**config.mk**
```make
export PLATFORM = sky130hd
export DESIGN_NAME = sram_ctrl
export DESIGN_NICKNAME = d
export VERILOG_FILES = /design/src/rtl/sram_ctrl.sv
export SDC_FILE = /design/constraint.sdc
export NUM_CORES = 1
export LEC_CHECK = 0
export CAP_MARGIN = 20
export CORE_UTILIZATION = 40
export CTS_BUF_LIST = sky130_fd_sc_hd__clkbuf_8 sky130_fd_sc_hd__clkbuf_16
export DETAILED_ROUTE_END_ITERATION = 6
export GPL_TIMING_DRIVEN = 1
export PLACE_DENSITY_LB_ADDON = 0.15
export SLEW_MARGIN = 5
export SYNTH_ARGS = -nofsm -noshare
export SYNTH_HDL_FRONTEND = slang
export SYNTH_SLANG_ARGS = --single-unit
export TNS_END_PERCENT = 20
```
**constraint.sdc**
```tcl
create_clock -name clk -period 3.9 [get_ports clk]
set_input_delay 0.39 -clock clk [delete_from_list [all_inputs] [get_ports clk]]
set_output_delay 0.39 -clock clk [all_outputs]
set_load 0.03 [all_outputs]
```
**src/rtl/sram_ctrl.sv**
```systemverilog
// sram_ctrl: initiator-side sequencer for a single-port SRAM with a registered address.
// Takes one valid/ready request at a time, returns a one-cycle response, and can zero-fill the array after reset.
//
// Ports:
//   clk, rst_n                 clock, async active-low reset
//   req_valid/req_ready        request handshake (ready only in IDLE)
//   req_we/req_addr/req_wdata  request fields
//   rsp_valid/rsp_rdata/rsp_err  one-cycle response pulse, read data, out-of-range flag
//   init_done                  clear sequence finished
//   sram_cs/sram_wr_en/sram_addr/sram_wr_data/sram_rd_data  SRAM pins
module sram_ctrl #(
  parameter int N              = 4,
  parameter int W              = 4,
  parameter int A              = (N > 1) ? $clog2(N) : 1,
  parameter bit CLEAR_ON_RESET = 1'b1
) (
  input  logic         clk,
  input  logic         rst_n,
  input  logic         req_valid,
  output logic         req_ready,
  input  logic         req_we,
  input  logic [A-1:0] req_addr,
  input  logic [W-1:0] req_wdata,
  output logic         rsp_valid,
  output logic [W-1:0] rsp_rdata,
  output logic         rsp_err,
  output logic         init_done,
  output logic         sram_cs,
  output logic         sram_wr_en,
  output logic [A-1:0] sram_addr,
  output logic [W-1:0] sram_wr_data,
  input  logic [W-1:0] sram_rd_data
);

  typedef enum logic [2:0] {
    S_CLEAR,
    S_IDLE,
    S_ACCESS,
    S_RD_WAIT,
    S_RESP
  } state_e;

  // One extra bit so the word count itself is representable.
  localparam logic [A:0] NUM = (A+1)'(N);

  state_e       state_q;
  logic [A:0]   clr_q;
  logic         we_q;
  logic         err_q;
  logic         req_ready_q;
  logic         rsp_valid_q;
  logic [W-1:0] rsp_rdata_q;
  logic         rsp_err_q;
  logic         init_done_q;
  logic         cs_q;
  logic         wr_en_q;
  logic [A-1:0] addr_q;
  logic [W-1:0] wdata_q;

  logic         in_range;

  assign in_range = ({1'b0, req_addr} < NUM);

  always_ff @(posedge clk or negedge rst_n) begin
    if (!rst_n) begin
      state_q     <= CLEAR_ON_RESET ? S_CLEAR : S_IDLE;
      clr_q       <= '0;
      we_q        <= 1'b0;
      err_q       <= 1'b0;
      req_ready_q <= 1'b0;
      rsp_valid_q <= 1'b0;
      rsp_rdata_q <= '0;
      rsp_err_q   <= 1'b0;
      init_done_q <= 1'b0;
      cs_q        <= 1'b0;
      wr_en_q     <= 1'b0;
      addr_q      <= '0;
      wdata_q     <= '0;
    end else begin
      unique case (state_q)
        S_CLEAR: begin
          // Issue one zero-write per cycle; leave once all N are out.
          if (clr_q == NUM) begin
            cs_q        <= 1'b0;
            wr_en_q     <= 1'b0;
            init_done_q <= 1'b1;
            req_ready_q <= 1'b1;
            state_q     <= S_IDLE;
          end else begin
            cs_q    <= 1'b1;
            wr_en_q <= 1'b1;
            addr_q  <= clr_q[A-1:0];
            wdata_q <= '0;
            clr_q   <= clr_q + 1'b1;
          end
        end
        S_IDLE: begin
          init_done_q <= 1'b1;
          if (req_valid && req_ready_q) begin
            req_ready_q <= 1'b0;
            we_q        <= req_we;
            err_q       <= ~in_range;
            state_q     <= S_ACCESS;
            if (in_range) begin
              cs_q    <= 1'b1;
              wr_en_q <= req_we;
              addr_q  <= req_addr;
              wdata_q <= req_wdata;
            end
          end else begin
            req_ready_q <= 1'b1;
          end
        end
        S_ACCESS: begin
          // SRAM samples the pins at this edge. An out-of-range
          // request passes through here with cs low so its
          // response has the same one-cycle latency as a write.
          cs_q    <= 1'b0;
          wr_en_q <= 1'b0;
          if (err_q) begin
            rsp_valid_q <= 1'b1;
            rsp_err_q   <= 1'b1;
            state_q     <= S_RESP;
          end else if (we_q) begin
            rsp_valid_q <= 1'b1;
            state_q     <= S_RESP;
          end else begin
            state_q <= S_RD_WAIT;
          end
        end
        S_RD_WAIT: begin
          rsp_rdata_q <= sram_rd_data;
          rsp_valid_q <= 1'b1;
          state_q     <= S_RESP;
        end
        S_RESP: begin
          rsp_valid_q <= 1'b0;
          rsp_err_q   <= 1'b0;
          req_ready_q <= 1'b1;
          state_q     <= S_IDLE;
        end
        default: begin
          state_q <= S_IDLE;
        end
      endcase
    end
  end

  assign req_ready    = req_ready_q;
  assign rsp_valid    = rsp_valid_q;
  assign rsp_rdata    = rsp_rdata_q;
  assign rsp_err      = rsp_err_q;
  assign init_done    = init_done_q;
  assign sram_cs      = cs_q;
  assign sram_wr_en   = wr_en_q;
  assign sram_addr    = addr_q;
  assign sram_wr_data = wdata_q;

endmodule

```
==> results.tsv, run 1 <==
stage	metric	value	unit
sta	setup_tns	0	ns
sta	finalHoldViolations	0	
worst_setup_path	critical_path.slowest_cell	clkdlybuf4s50_1	
logic_synthesis	synth_fp_nets	100	
floorplanning	io_pins	30	
sta	relSlewSlack	0.619	
worst_setup_path	r2r_setup_slack	2.19	ns
clock_network	clock_latency	0.26	ns
clock_network	clock-sinks	22	
worst_setup_path	cp-start-kind	flip-flop	
floorplanning	die_h	52.8	µm
grt	grt_pass1_wl	3.33	mm
worst_setup_path	endpoint_kind	output port	
worst_setup_path	worstPathRequired	3.51	ns
clock_network	htreeDepth	1	
worst_setup_path	critical-path-max-stage-delay	0.70	ns
floorplanning	initial_core_util	0.420	
sta	fin_crit_sh	0.463	
worst_setup_path	path_max_fanout	7	
place	dp_hpwl	1.40	mm
sta	setup_viol	0	
worst_setup_path	cp.arrival	1.42	ns
power	switching_power	542	µW
clock_network	root_buffer	clkbuf_8	
power	clkPwrFrac	0.128	
clock_network	clk_pin_slew	0.08	ns
logic_synthesis	synth_seq_cells	22	
logic_synthesis	synth_edf_count	0	
worst_setup_path	reg2reg_from	clr_q[0]$_DFFE_PN0P_	
floorplanning	die_x	52.8	µm
sta	slew_viol_final	0	
drt	drt.antenna.violating_nets	0	
grt	grt_pass1_vias	766	
clock_network	cts_buffers	3	
clock_network	cts_tree	done	
sta	fin_crit	1.81	ns
cells_and_area	syn2layout_area_growth	33.5	%
cells_and_area	fin_nets	129	
drt	vias	720	
drt	drt_wl_total	1.99	mm
drt	viasPerCell	5.07	
sta	tightest_slew	0.572	ns
worst_setup_path	critPathLaunch	req_ready$_DFFE_PN0P_	
cells_and_area	final_common_cell	clkdlybuf4s50_1	
worst_setup_path	path_cells	clkdlybuf4s50_1	
worst_setup_path	timing.rr.end	clr_q[2]$_DFFE_PN0P_	
grt	grt_overflow_total	0	
cells_and_area	drive_gt1_frac	0.170	
power	p_seq_frac	0.349	
logic_synthesis	synth_warnings	0	
floorplanning	dieArea	0.00278	mm²
worst_setup_path	crit_buf_inv	1	
logic_synthesis	ys_async_sr_fraction	1.00	
clock_network	cts_hold_buffers	0	
sta	grt_setup_unrepaired	no	
power	internal_power	738	µW
cells_and_area	final_cell_mix	clkdlybuf4s50_1, dfrtp_1, inv_1, mux2_2	
power	finalPower	1280	µW
grt	grt_usage	0.170	
cells_and_area	antenna_cells	0	
floorplanning	rows	18	
worst_setup_path	path_class	flip-flop to output port	
worst_setup_path	crit_family	buffers and inverters	
sta	hold_ws	0.399	ns
power	vdd_drop_max	0.478	mV
grt	grt_max_degree	23	
clock_network	post_cts_resized	0	
sta	max_freq	554	MHz
clock_network	postCtsSetupBuffers	0	
logic_synthesis	ys_types	32	
cells_and_area	post-route-util	0.561	
worst_setup_path	reg2regPathDepth	5	
grt	antenna_found_initial	0	
power	p_sw_frac	0.423	
logic_synthesis	postSynthAreaPerCell	12.3	µm²
logic_synthesis	synthFlopType	dfrtp_1	
place	port_buffers	28	
cells_and_area	seq_area	551	µm²
run_status	status	complete, no violations	
logic_synthesis	syn_inst	84	
drt	route.detailed.drc	0	
power	p_leak	0.000585	µW
place	gp_congestion	0.789	
logic_synthesis	ys_seq_area_frac	0.534	
power	powerDensity	930	mW/mm²
floorplanning	core	0.00245	mm²
power	p_comb_frac	0.523	
hold_path	hp-class	primary input to async pin	
drt	post_drt_wl_per_cell	14.0	µm
logic_synthesis	syn-cell-area	0.00103	mm²
cells_and_area	multiInputGateArea	412	µm²
clock_network	clockBufferDepth	2	
drt	dr.pass1.iters	4	
job	drv_cap	0	
drt	drt_iter0_drc	11	
sta	final.setup_skew	0.000573	ns
cells_and_area	fill_cells	219	
-- logic make-up after synthesis --
| logic type | share of synthesized area |
|---|---|
| multiplexers | 0.0643 |
| other | 0.00364 |
| AND/OR/NAND/NOR | 0.0862 |
| adder cells (fa/ha/maj) | 0.0243 |
| AO/OA/AOI/OAI | 0.204 |
| XOR/XNOR | 0.0170 |
| buffers and inverters | 0.0667 |
| flip-flops | 0.534 |
-- registers in the layout (all words and copies together), names as in the netlist --
name and cells:
sram_cs 1, sram_wr_data 4, init_done 1, clr_q 3, req_ready 1, rsp_rdata 4
sram_addr 2, state_q 3, we_q 1, rsp_valid 1, sram_wr_en 1
-- layout make-up --
class,count,share of cell area
Sequential cell,22,0.400
Multi-Input combinational cell,50,0.299
Timing Repair Buffer,29,0.215
Clock buffer,4,0.0400
Tap cell,30,0.0273
Inverter,7,0.0191
-- how the worst max path moves through the flow --
stage,end,slack (ns),cells past startpoint
after floorplan,clr_q[2]$_DFFE_PN0P_,2.38,5
after global placement,we_q$_DFFE_PN0P_,2.15,4
after detailed placement,we_q$_DFFE_PN0P_,2.15,4
after CTS,req_ready,2.09,1
after global routing,req_ready,2.05,1
final,req_ready,2.09,1
-- Yosys cell counts (all sizes together) (2+ instances only) --
cell type  number  area share
xnor2           2       0.017
a221oi          2       0.029
o21ai           4       0.019
o22ai           2       0.012
nand3           2      0.0097
inv             7       0.025
dfrtp          22        0.53
buf             5       0.041
ha              2       0.024
a22o            4       0.038
o21bai          2       0.025
nor3            2      0.0097
a21oi           4       0.030
nand2           4       0.015
nor2            5       0.025
mux2            5       0.055
-- routing by layer --
metal  vias up  track usage  wire, µm
li1        349            -         -
met1       346        0.211       933
met2        21        0.274       937
met3         4       0.0319        79
met4         0       0.0921        36
met5         -            0         0
-- power groups by stage --
stage | Clock [µW] | Combinational (µW) | Sequential, µW
3_3_place_gp | 0 | 663 | 447
2_1_floorplan | 0 | 396 | 535
6_report | 164 | 669 | 446
3_5_place_dp | 0 | 669 | 450
5_1_grt | 175 | 729 | 462
4_1_cts | 168 | 676 | 448
-- through the flow --
stage,cell area [µm²],cells,setup slack [ns]
3_5_place_dp,1310,137,2.15
2_1_floorplan,1030,84,2.38
3_3_place_gp,1310,137,2.15
6_report,1380,142,2.09
5_1_grt,1380,142,2.05
4_1_cts,1360,141,2.09
Note: power is estimated with default switching activity, not from simulation.
==> run 2: changes to the inputs <==
- clock period: 3.9 -> 1.5 ns (I/O delays scaled with it)
==> run 2 against run 1 <==
Effect of this change:
- clock power rose to 2.6 times the previous value
- hold slack worse by 0.17 ns
- count of clock-buffer cells in the layout is the same
- power grew to 2.8 times the previous value
==> results.tsv, run 2 (synthesis results as in run 1) <==
stage	metric	value	unit	change
run_status	status	complete, no violations		unchanged
sta	setup_tns	0	ns	unchanged
cells_and_area	fill_cells	217		was 219
place	place_inst	147		was 137
floorplanning	rows	18		unchanged
clock_network	htreeDepth	1		unchanged
worst_setup_path	worstPathRequired	1.35	ns	was 3.51 ns
drt	drt_wl_total	2.12	mm	was 1.99 mm
floorplanning	core	0.00245	mm²	unchanged
clock_network	clock_latency	0.26	ns	about the same
drt	post_drt_wl_per_cell	14.0	µm	about the same
clock_network	cts_hold_buffers	0		unchanged
sta	finalHoldViolations	0		unchanged
worst_setup_path	critical-path-max-stage-delay	0.68	ns	was 0.70 ns
cells_and_area	final_common_cell	clkdlybuf4s50_1		unchanged
cells_and_area	drive_gt1_frac	0.248		was 0.170
drt	drt.antenna.violating_nets	0		unchanged
clock_network	cts_buffers	3		unchanged
place	dp_hpwl	1.61	mm	was 1.40 mm
clock_network	postCtsSetupBuffers	0		unchanged
clock_network	clockBufferDepth	2		unchanged
floorplanning	dieArea	0.00278	mm²	unchanged
worst_setup_path	path_class	flip-flop to output port		unchanged
sta	slew_viol_final	0		unchanged
grt	grt_pass1_wl	3.71	mm	was 3.33 mm
clock_network	root_buffer	clkbuf_8		unchanged
place	gp_congestion	0.817		was 0.789
drt	vias	771		was 720
floorplanning	die_x	52.8	µm	unchanged
sta	final.setup_skew	0.00405	ns	was 0.000573 ns
hold_path	hp-class	primary input to async pin		unchanged
grt	antenna_found_initial	0		unchanged
worst_setup_path	crit_family	buffers and inverters		unchanged
worst_setup_path	critical_path.slowest_cell	clkdlybuf4s50_1		unchanged
drt	drt_iter0_drc	14		was 11
floorplanning	initial_core_util	0.420		unchanged
job	drv_cap	0		unchanged
worst_setup_path	cp.arrival	1.30	ns	was 1.42 ns
floorplanning	io_pins	30		unchanged
grt	grt_pass1_vias	832		was 766
floorplanning	die_h	52.8	µm	unchanged
worst_setup_path	path_cells	clkdlybuf4s50_1		unchanged
worst_setup_path	cp-start-kind	flip-flop		unchanged
sta	fin_crit_sh	0.964		
drt	dr.pass1.iters	4		unchanged
worst_setup_path	path_max_fanout	2		was 7
cells_and_area	syn2layout_area_growth	40.7	%	was 33.5%
clock_network	clk_pin_slew	0.08	ns	about the same
cells_and_area	fin_nets	138		was 129
grt	grt_overflow_total	0		unchanged
sta	grt_setup_unrepaired	no		unchanged
power	p_leak	0.000635	µW	was 0.000585 µW
power	vdd_drop_max	1.36	mV	was 0.478 mV
worst_setup_path	crit_buf_inv	1		unchanged
grt	grt_usage	0.190		was 0.170
drt	route.detailed.drc	0		unchanged
sta	max_freq	691	MHz	
worst_setup_path	endpoint_kind	output port		unchanged
clock_network	cts_tree	done		unchanged
worst_setup_path	critPathLaunch	sram_wr_data[2]$_DFFE_PN0P_		was req_ready$_DFFE_PN0P_
sta	hold_ws	0.226	ns	was 0.399 ns
drt	viasPerCell	5.11		was 5.07
clock_network	clock-sinks	22		unchanged
power	powerDensity	2440	mW/mm²	was 930 mW/mm²
place	port_buffers	28		unchanged
worst_setup_path	reg2reg_from	state_q[2]$_DFFE_PN0P_		was clr_q[0]$_DFFE_PN0P_
cells_and_area	antenna_cells	0		unchanged
sta	fin_crit	1.45	ns	
cells_and_area	layout.cells.non_filler	151		was 142
sta	setup_viol	0		unchanged
cells_and_area	final_cell_mix	clkdlybuf4s50_1, dfrtp_1, buf_4, inv_1, mux2_2		was clkdlybuf4s50_1, dfrtp_1, inv_1, mux2_2
grt	grt_max_degree	23		unchanged
run 2: power by group:
part / internal, µW / switching [µW]
clock network: 234 / 185
registers: 872 / 203
logic: 976 / 1080
run 2: what timing repair did:
item,4_1_cts,5_1_grt
setup endpoints to repair,1,6
pin swaps,0,1
gates cloned,0,0
resized for setup,1,1
run 2: path summary, 6_finish.rpt:
kind / to / slack [ns] / cells past startpoint
worst max-delay path: sram_wr_data[2] / 0.05 / 1
max in group asynchronous: init_done$_DFFE_PN0P_ / 1.06 / 2
worst min-delay path: state_q[2]$_DFFE_PN0P_ / 0.23 / 2
worst max register to register: sram_addr[1]$_DFFE_PN0P_ / 0.07 / 3
min in group clk: init_done$_DFFE_PN0P_ / 0.49 / 1
worst min register to register: init_done$_DFFE_PN0P_ / 0.49 / 1
run 2: per-stage QoR:
step           worst slack (ns)   util  power, µW  instance area, µm²
2_1_floorplan            0.0130      -       2460                1040
3_3_place_gp             0.0798  0.568       3100                1390
3_5_place_dp             0.0474  0.568       3170                1390
4_1_cts                  0.0240  0.590       3590                1450
5_1_grt                 0.00495  0.591       3800                1450
6_report                 0.0537  0.591       3550                1450
run 2: cell type report:
cell class	count	area [µm²]	share of cell area
Clock buffer	4	55.1	0.0380
Inverter	7	26.3	0.0181
Multi-Input combinational cell	50	424	0.292
Sequential cell	22	551	0.380
Tap cell	30	37.5	0.0259
Timing Repair Buffer	38	357	0.246
run 2: metal layers:
metal	global-route usage	vias to the layer above	routed length, µm
met3	0.0493	4	109
met1	0.237	380	898
li1	-	365	-
met5	0	-	0
met2	0.308	22	1070
met4	0.0789	0	36
==> run 3: changes to the inputs <==
- SETUP_SLACK_MARGIN: not set -> 0.15
==> run 3 against run 2 <==
Effect of this change:
- clock power about the same
- critical path depth unchanged
- hold slack about the same
- combinational power up 2%
- setup slack better by 0.016 ns
- critical path type unchanged
- highest routed layer unchanged
- core utilization up 0.97 points
==> results.tsv, run 3 (synthesis results as in run 1) <==
stage	metric	value	unit	change
sta	slew_viol_final	0		unchanged
floorplanning	die_x	52.8	µm	unchanged
clock_network	htreeDepth	1		unchanged
clock_network	cts_buffers	3		unchanged
worst_setup_path	cp-start-kind	flip-flop		unchanged
power	vdd_drop_max	1.61	mV	was 1.36 mV
cells_and_area	syn2layout_area_growth	43.0	%	was 40.7%
run_status	status	complete, no violations		unchanged
grt	grt_overflow_total	0		unchanged
clock_network	cts_tree	done		unchanged
sta	fin_crit_sh	0.954		was 0.964
grt	grt_pass1_wl	3.50	mm	was 3.71 mm
place	gp_congestion	0.837		was 0.817
worst_setup_path	critical_path.slowest_cell	clkdlybuf4s50_1		unchanged
cells_and_area	fill_cells	209		was 217
floorplanning	rows	18		unchanged
job	drv_cap	0		unchanged
grt	grt_pass1_vias	768		was 832
power	switching_power	1480	µW	was 1460 µW
sta	setup_tns	0	ns	unchanged
place	placed_cell_area	0.00139	mm²	about the same
drt	post_drt_wl_per_cell	13.6	µm	was 14.0 µm
clock_network	cts_hold_buffers	0		unchanged
power	p_leak	0.000685	µW	was 0.000635 µW
cells_and_area	fin_nets	140		was 138
sta	finalHoldViolations	0		unchanged
power	p_seq_frac	0.300		was 0.303
grt	grt_max_degree	23		unchanged
drt	drt_iter0_drc	13		was 14
drt	drt_wl_total	2.08	mm	was 2.12 mm
clock_network	clk_pin_slew	0.08	ns	about the same
floorplanning	dieArea	0.00278	mm²	unchanged
drt	route.detailed.drc	0		unchanged
clock_network	clockBufferDepth	2		unchanged
worst_setup_path	crit_family	buffers and inverters		unchanged
drt	drt.antenna.violating_nets	0		unchanged
sta	max_freq	699	MHz	was 691 MHz
drt	vias	775		was 771
sta	fin_crit	1.43	ns	was 1.45 ns
worst_setup_path	path_class	flip-flop to output port		unchanged
power	p_comb_frac	0.583		was 0.578
cells_and_area	final_cell_mix	dfrtp_1, clkdlybuf4s50_1, buf_4		was clkdlybuf4s50_1, dfrtp_1, buf_4, inv_1, mux2_2
place	port_buffers	28		unchanged
power	powerDensity	2430	mW/mm²	was 2440 mW/mm²
hold_path	hp-class	primary input to async pin		unchanged
worst_setup_path	path_max_fanout	2		unchanged
place	dp_hpwl	1.50	mm	was 1.61 mm
cells_and_area	finish.instance_area	0.00147	mm²	was 0.00145 mm²
worst_setup_path	worstPathRequired	1.35	ns	about the same
drt	viasPerCell	5.07		was 5.11
clock_network	clock-sinks	22		unchanged
worst_setup_path	cp.arrival	1.28	ns	was 1.30 ns
power	p_sw_frac	0.414		was 0.413
floorplanning	io_pins	30		unchanged
worst_setup_path	path_cells	clkdlybuf4s50_1		unchanged
worst_setup_path	crit_buf_inv	1		unchanged
cells_and_area	drive_gt1_frac	0.276		was 0.248
power	internal_power	2100	µW	was 2080 µW
floorplanning	die_h	52.8	µm	unchanged
worst_setup_path	critical-path-max-stage-delay	0.68	ns	about the same
worst_setup_path	endpoint_kind	output port		unchanged
floorplanning	core	0.00245	mm²	unchanged
grt	antenna_found_initial	0		unchanged
grt	grt_usage	0.178		was 0.190
cells_and_area	final_common_cell	dfrtp_1		was clkdlybuf4s50_1
power	clkPwrFrac	0.116		was 0.118
sta	setup_viol	0		unchanged
drt	dr.pass1.iters	6		was 4
cells_and_area	antenna_cells	0		unchanged
sta	grt_setup_unrepaired	yes		was no
sta	final.setup_skew	0.00911	ns	was 0.00405 ns
clock_network	root_buffer	clkbuf_8		unchanged
floorplanning	initial_core_util	0.420		unchanged
clock_network	clock_latency	0.26	ns	about the same
[run 3: cell types whose count changed in the layout (fill, tap and decap cells not counted), sizes merged]
cell / change
clkdlybuf4s50: -7
buf: +2
dlymetal6s2s: +4
dlygate4sd2: +3
[run 3: power by group through the flow]
stage / Clock, µW / Combinational [µW] / Sequential [µW]
2_1_floorplan: 0 / 1070 / 1400
3_3_place_gp: 0 / 2020 / 1090
3_5_place_dp: 0 / 2030 / 1100
4_1_cts: 432 / 2120 / 1080
5_1_grt: 455 / 2270 / 1120
6_report: 417 / 2090 / 1080
[run 3: routing by layer]
| metal | global-route usage | part of all wire |
|---|---|---|
| met2 | 0.291 | 0.50 |
| met4 | 0.0482 | 0.0058 |
| met3 | 0.0638 | 0.043 |
| met5 | 0 | 0 |
| met1 | 0.219 | 0.45 |
[run 3: final cells by class]
cell class / instances / area, µm² / area share
multi-input combinational: 50 / 427 / 0.289
inverter: 7 / 26.3 / 0.0178
clock buffer: 4 / 55.1 / 0.0374
timing repair buffer: 40 / 378 / 0.256
sequential: 22 / 551 / 0.374
tap: 30 / 37.5 / 0.0255
[run 3: worst paths after layout]
path / from / endpoint / cells after the start / slack, ns
worst max-delay path: sram_cs$_DFFE_PN0P_ / sram_cs / 1 / 0.07
min in group clk: init_done$_DFFE_PN0P_ / init_done$_DFFE_PN0P_ / 1 / 0.48
worst max register to register: state_q[2]$_DFFE_PN0P_ / sram_addr[1]$_DFFE_PN0P_ / 3 / 0.12
worst min register to register: init_done$_DFFE_PN0P_ / init_done$_DFFE_PN0P_ / 1 / 0.48
max in group asynchronous: rst_n / sram_wr_data[1]$_DFFE_PN0P_ / 2 / 1.04
worst min-delay path: rst_n / clr_q[2]$_DFFE_PN0P_ / 2 / 0.23
[run 3: stage by stage]
stage / instances / setup slack (ns) / power [µW] / utilization / hold slack [ns]
finish: 153 / 0.0694 / 3590 / 0.600 / 0.226
global route: 153 / 0.0268 / 3840 / 0.600 / 0.250
CTS: 153 / 0.0568 / 3640 / 0.595 / 0.234
detailed placement: 146 / 0.0570 / 3130 / 0.565 / 0.461
global placement: 146 / 0.0928 / 3110 / 0.565 / 0.461
floorplan: 84 / 0.0235 / 2460 / - / -0.146
[run 3: repair_timing]
item                                    4_1_cts  5_1_grt
endpoints found under the setup margin       25       26
endpoints found under the hold margin         0        0
pin swaps                                     3        0
gates resized for setup                       6        5
setup buffers                                 3        0
